**config.mk**
```make
export PLATFORM = sky130hd
export DESIGN_NAME = battle_damage_unit
export DESIGN_NICKNAME = d
export VERILOG_FILES = /design/src/rtl/battle_damage_unit.sv
export SDC_FILE = /design/constraint.sdc
export NUM_CORES = 1
export LEC_CHECK = 0
export CAP_MARGIN = 20
export CORE_MARGIN = 5
export CORE_UTILIZATION = 53
export DETAILED_ROUTE_END_ITERATION = 10
export PLACE_DENSITY = 0.75
export SYNTH_ARGS = -nofsm -noshare
export SYNTH_HDL_FRONTEND = slang
export SYNTH_SLANG_ARGS = --single-unit
```
**constraint.sdc**
```tcl
create_clock -name clk -period 2.4 [get_ports clk]
set_input_delay 0.24 -clock clk [delete_from_list [all_inputs] [get_ports clk]]
set_output_delay 0.24 -clock clk [all_outputs]
set_load 0.05 [all_outputs]
```
**src/rtl/battle_damage_unit.sv**
```systemverilog
// HP and move-power datapath for the battle FSM, with an 8-cycle shift-add damage multiplier.
// Define PBS_CRIT_EN to enable LFSR-driven critical hits (damage doubled after the shift).
module battle_damage_unit #(
  parameter int PLAYER_MAX_HP = 100,
  parameter int AI_MAX_HP     = 100,
  parameter int PLAYER_ATK    = 12,
  parameter int AI_ATK        = 10,
  parameter int DMG_SHIFT     = 3
) (
  input  logic       clk,
  input  logic       resetn,
  input  logic       ld_pm,
  input  logic       calc_ph,
  input  logic       apply_ad,
  input  logic       ld_am,
  input  logic       calc_ah,
  input  logic       apply_pd,
  input  logic [7:0] data_in,
  output logic       busy,
  output logic       done,
  output logic [7:0] damage,
  output logic [7:0] player_hp,
  output logic [7:0] ai_hp,
  output logic       hp_is_zero,
  output logic       crit
);
  localparam logic [7:0] P_MAX = 8'(PLAYER_MAX_HP);
  localparam logic [7:0] A_MAX = 8'(AI_MAX_HP);
  localparam logic [7:0] P_ATK = 8'(PLAYER_ATK);
  localparam logic [7:0] A_ATK = 8'(AI_ATK);

  typedef enum logic [1:0] {IDLE, MUL, DONE} state_t;
  state_t state, state_nxt;

  logic [5:0]  strb, strb_prev, rise, act;
  logic        calc_go;
  logic [7:0]  pm, am, pwr, mplier;
  logic [15:0] mcand, acc, acc_nxt, prod_sh;
  logic [2:0]  cnt;
  logic [7:0]  dmg_sat, dmg_mul, dmg_final, ai_sub, pl_sub;

  // Bit order is the priority order: bit 0 (ld_pm) wins.
  assign strb = {apply_pd, calc_ah, ld_am, apply_ad, calc_ph, ld_pm};
  assign rise = strb & ~strb_prev;
  // Isolate the lowest set rising edge; edges outside IDLE are dropped, never queued.
  assign act     = (state == IDLE) ? (rise & (~rise + 6'd1)) : 6'd0;
  assign calc_go = act[1] | act[4];

  assign ai_sub = (ai_hp > damage) ? (ai_hp - damage) : 8'd0;
  assign pl_sub = (player_hp > damage) ? (player_hp - damage) : 8'd0;

  always_comb begin
    acc_nxt = acc + (mplier[0] ? mcand : 16'd0);
    prod_sh = acc_nxt >> DMG_SHIFT;
    dmg_sat = (|prod_sh[15:8]) ? 8'd255 : prod_sh[7:0];
    dmg_mul = dmg_sat;
`ifdef PBS_CRIT_EN
    if (crit) dmg_mul = dmg_sat[7] ? 8'd255 : {dmg_sat[6:0], 1'b0};
`endif
    // A nonzero move must always do at least one point of damage.
    dmg_final = ((dmg_mul == 8'd0) && (pwr != 8'd0)) ? 8'd1 : dmg_mul;
  end

  always_ff @(posedge clk or negedge resetn) begin
    if (!resetn) state <= IDLE;
    else         state <= state_nxt;
  end

  always_comb begin
    state_nxt = state;
    case (state)
      IDLE:    if (calc_go) state_nxt = MUL;
      MUL:     if (cnt == 3'd7) state_nxt = DONE;
      DONE:    state_nxt = IDLE;
      default: state_nxt = IDLE;
    endcase
  end

  always_comb begin
    busy = (state == MUL);
    done = (state == DONE);
  end

  always_ff @(posedge clk or negedge resetn) begin
    if (!resetn) begin
      strb_prev  <= 6'd0;
      pm         <= 8'd0;
      am         <= 8'd0;
      pwr        <= 8'd0;
      mplier     <= 8'd0;
      mcand      <= 16'd0;
      acc        <= 16'd0;
      cnt        <= 3'd0;
      damage     <= 8'd0;
      player_hp  <= P_MAX;
      ai_hp      <= A_MAX;
      hp_is_zero <= 1'b0;
    end else begin
      strb_prev <= strb;
      if (act[0]) pm <= data_in;
      if (act[3]) am <= data_in;
      if (calc_go) begin
        pwr    <= act[1] ? pm : am;
        mplier <= act[1] ? pm : am;
        mcand  <= {8'd0, (act[1] ? P_ATK : A_ATK)};
        acc    <= 16'd0;
        cnt    <= 3'd0;
      end
      if (act[2]) begin
        ai_hp      <= ai_sub;
        hp_is_zero <= (ai_sub == 8'd0);
      end
      if (act[5]) begin
        player_hp  <= pl_sub;
        hp_is_zero <= (pl_sub == 8'd0);
      end
      if (state == MUL) begin
        acc    <= acc_nxt;
        mcand  <= mcand << 1;
        mplier <= mplier >> 1;
        cnt    <= cnt + 3'd1;
        if (cnt == 3'd7) damage <= dmg_final;
      end
    end
  end

`ifdef PBS_CRIT_EN
  logic [7:0] lfsr;
  always_ff @(posedge clk or negedge resetn) begin
    if (!resetn) begin
      lfsr <= 8'hA5;
      crit <= 1'b0;
    end else begin
      lfsr <= {lfsr[6:0], lfsr[7] ^ lfsr[5] ^ lfsr[4] ^ lfsr[3]};
      if (calc_go) crit <= (lfsr[2:0] == 3'd0);
    end
  end
`else
  assign crit = 1'b0;
`endif
endmodule
```
==> results of run 1 <==
layout make-up:
class | instances | area, um2 | area share [%]
Tap cell | 133 | 166.4 | 2.329
Inverter | 26 | 97.59 | 1.366
Multi-Input combinational cell | 374 | 3035 | 42.49
Clock inverter | 6 | 47.55 | 0.6655
Clock buffer | 10 | 137.6 | 1.926
Timing Repair Buffer | 137 | 1195 | 16.73
Sequential cell | 98 | 2465 | 34.50
through the flow:
stage               setup TNS, ns  std cells  area, um2  hold WS (ns)  power (uW)
floorplan                  -1.336        517       5373      -0.05559        4366
global placement           -1.763        750       6480        0.2065        5487
detailed placement         -2.501        750       6480        0.2081        5601
CTS                        -1.959        775       6857        0.3033        6821
global route               -5.087        784       7144        0.2979        7559
finish                     -2.724        784       7144        0.3113        7095
cell families after synthesis:
family	Yosys count
XOR/XNOR	21
multiplexers	16
other	1
adder cells (fa/ha/maj)	35
AO/OA/AOI/OAI	155
buffers and inverters	45
AND/OR/NAND/NOR	146
flip-flops	98
cell usage after synthesis (2+ instances only):
master,number
o211ai_2,2
a21o_1,5
nand4_1,8
inv_1,26
a211oi_2,2
nor4_1,2
a21oi_2,5
nand2_1,44
and2_1,17
o211ai_1,5
o31ai_1,6
nor3_1,3
fa_1,3
buf_6,2
o21a_1,11
and4_1,2
dfstp_2,6
mux2_2,15
a21oi_1,27
a31oi_1,2
dfrtp_1,92
a22o_1,19
and3_1,2
ha_1,32
xor2_1,6
nand3_1,8
a21o_2,2
nor2b_1,9
o22a_1,8
clkbuf_1,14
nor2_1,25
buf_2,2
xnor2_1,15
nand2b_1,12
o21bai_1,2
o21ai_0,41
a311oi_1,2
sequential cells by signal, indices dropped and copies added, names as in the netlist, 6 cells and up:
| register | cells |
|---|---|
| acc | 15 |
| ai_hp | 8 |
| am | 8 |
| damage | 8 |
| mcand | 15 |
| mplier | 8 |
| player_hp | 8 |
| pm | 8 |
| pwr | 8 |
| strb_prev | 6 |
how the worst max path moves through the flow:
stage	startpoint	end	slack [ns]	cells past startpoint
floorplan	mplier[0]$_DFFE_PN0P_	damage[0]$_DFFE_PN0P_	-0.16	10
global placement	mplier[0]$_DFFE_PN0P_	damage[0]$_DFFE_PN0P_	-0.21	11
detailed placement	mplier[0]$_DFFE_PN0P_	damage[0]$_DFFE_PN0P_	-0.26	11
CTS	mplier[0]$_DFFE_PN0P_	damage[5]$_DFFE_PN0P_	-0.22	12
global route	mplier[0]$_DFFE_PN0P_	damage[2]$_DFFE_PN0P_	-0.45	12
finish	mplier[0]$_DFFE_PN0P_	acc[13]$_DFFE_PN0P_	-0.30	13
per-layer routing:
metal | vias to the layer above | global-route usage (%)
met3 | 19 | 2.679
met4 | 0 | 8.355
met5 | - | 0
met2 | 88 | 37.82
li1 | 2120 | -
met1 | 2187 | 29.64
what timing repair did:
item                                    4_1_cts  5_1_grt
endpoints found under the setup margin       17       32
pin swaps                                    13       19
hold buffers                                  1        0
setup buffers                                 8        9
gates resized for setup                      26       41
hold endpoints to repair                     26        0
report_power, final:
| part | leakage, uW | switching, uW | internal (uW) |
|---|---|---|---|
| logic | 0.00194 | 1780 | 1730 |
| clock network | 0.0000989 | 620 | 419 |
| registers | 0.00119 | 365 | 2180 |
| total | 0.00322 | 2770 | 4330 |
placed cells by master, fill, tap and decap left out, drive strengths merged, types with 9 or more instances in the layout:
master         count
a22o              20
nand2b            12
xnor2             15
clkbuf            10
nand2             44
buf               96
ha                32
clkdlybuf4s50     40
o21ai             43
o21a              11
inv               29
mux2              16
and2              17
nor2b              9
dfrtp             92
nor2              26
a21oi             32
critical path, delay by kind of cell (launching register included):
kind            cells  cell delay, ns
compound gates      5            0.83
flops               1            0.42
buf+inv             4            0.52
simple gates        2            0.29
fa+ha+maj           2            0.55
==> reports/qor.yml, run 1 <==
slew_violations: 0
postSynthRegisterBits: 98
crit_path_time_final_ns: 2.703
clk_pin_slew_worst_paths_ns: 0.10
syn-cell-area_um2: 5334
num_rows: 36
clockRootBuffer: "clkbuf_8"
maxcap_violations: 0
detailroute.wirelength.met2_mm: 6.924
crit_path_end_kind: "register"
global_route_wire_length_before_repair_mm: 21.36
detailed_place_hpwl_mm: 9.157
post-route-worst-setup-slack_ns: -0.3032
synth_compound_gate_area_share_pct: 20.36
timing.clock.skew_ns: 0.01365
finish.net_count: 697
tritoncts: "done"
worstHoldEndpoint: "strb_prev[4]$_DFF_PN0_"
grt_util_all_layers_pct: 22.37
wl_met3_um: 518
synth-seq-area-share_pct: 46.12
timing.hold.worst.class: "in2reg"
cp.required_ns: 2.68
drive_gt1_share_pct: 32.57
fp.dieH_um: 110.3
syn-num-nets: 568
crit_path_cells: "and2_1 > ha_2 > fa_2 > a21oi_2 > o211ai_2 > buf_4 > o21a_4 > a31oi_1 > nand2_1 > buf_4 > buf_6 > buf_6 > a22o_1"
synth_xor_xnor_area_share_pct: 3.448
asyncSetResetFlopFracSynth_pct: 100.0
synthAdderAreaFrac_pct: 8.632
synthesis.yosys.warnings: 0
initial_utilization_pct: 54.57
worst-r2r-cell-count: 13
hold_viol_final: 0
clkLatencyLatePin_ns: 0.38
number_of_top_level_design_ports: 44
netlist-cell-type-count: 70
result_of_the_run: "complete, but fails checks"
gp_routability_congestion: 0.9333
htree_levels: 3
cts_inserted_buffers: 9
violated_checks: "negative setup slack"
filler_cell_count: 679
slowest_delay_ns: 0.42
crit_path_max_fanout: 3
antenna_diodes: 0
reg2reg_setup_slack_ns: -0.30
drt_iter0_markers: 305
synthFlopType: "dfrtp_1"
worstHoldStart: "calc_ah"
clkSinkCount: 98
yosysTopAreaCell: "dfrtp_1"
cellPowerDensity_nw_per_um2: 993.1
core_region_area_um2: 9774
critPathArrivalTime_ns: 2.98
avgViaCountPerCell: 5.630
critical_path_cell_with_the_highest_stage_delay: "dfrtp_1"
synth_enable_flop_cells: 0
unrepaired_setup_endpoints_after_global_routing: "true"
leakage_power_uw: 0.003225
relSlewSlack_pct: 66.06
main_combinational_cell_family_by_area_after_synthesis: "compound AO/OA/AOI/OAI gates"
top_signal_layer_used: "met4"
io_buffer_count: 42
drc: 0
timing.final.setup_violations: 13
critPathKind: "reg2reg"
flow.area_growth_from_synthesis_pct: 33.94
grt_max_degree: 67
preCtsSetupSlack_ns: -0.2606
routed_antenna_nets: 0
max_freq_mhz: 369.9
wl_met1_mm: 5.981
firstDrtPassIters: 4
wirelength_mm: 13.68
cts-root-to-sink-buffers: 2
antenna_found_initial: 0
reg2reg_to: "acc[13]$_DFFE_PN0P_"
dieArea_um2: 12170
grt_pass1_vias: 4465
avgSynthCellArea_um2: 10.32
post_synth_and_or_nand_nor_area_fraction_pct: 14.36
final_core_utilization_pct: 73.09
post-route-period-util_pct: 112.6
worstMarginPinSlew_ns: 0.5075
post_syn_instances: 517
multiplexer_area_fraction_after_synthesis_pct: 3.448
die_width_um: 110.3
grt-ovfl-total: 0
worstSetupStartpointType: "register"
r2r_start: "mplier[0]$_DFFE_PN0P_"
netlist_top_cells_area: "dfrtp_1 43%, ha_1 7.5%, o21ai_0 3.8%"
worst_ir_drop_vdd_mv: 0.7376
detailroute.via_count: 4414
post_drt_wl_per_cell_um: 17.45
synth_top_area_share_pct: 43.16
whs_path_depth: 1
No activity file was read; power rests on OpenSTA's default activity.
==> run 2, diff against run 1 <==
- CAP_MARGIN: 20 -> 25
==> results of run 2 <==
The final DEF is identical to that of run 1; final timing and power are the same.
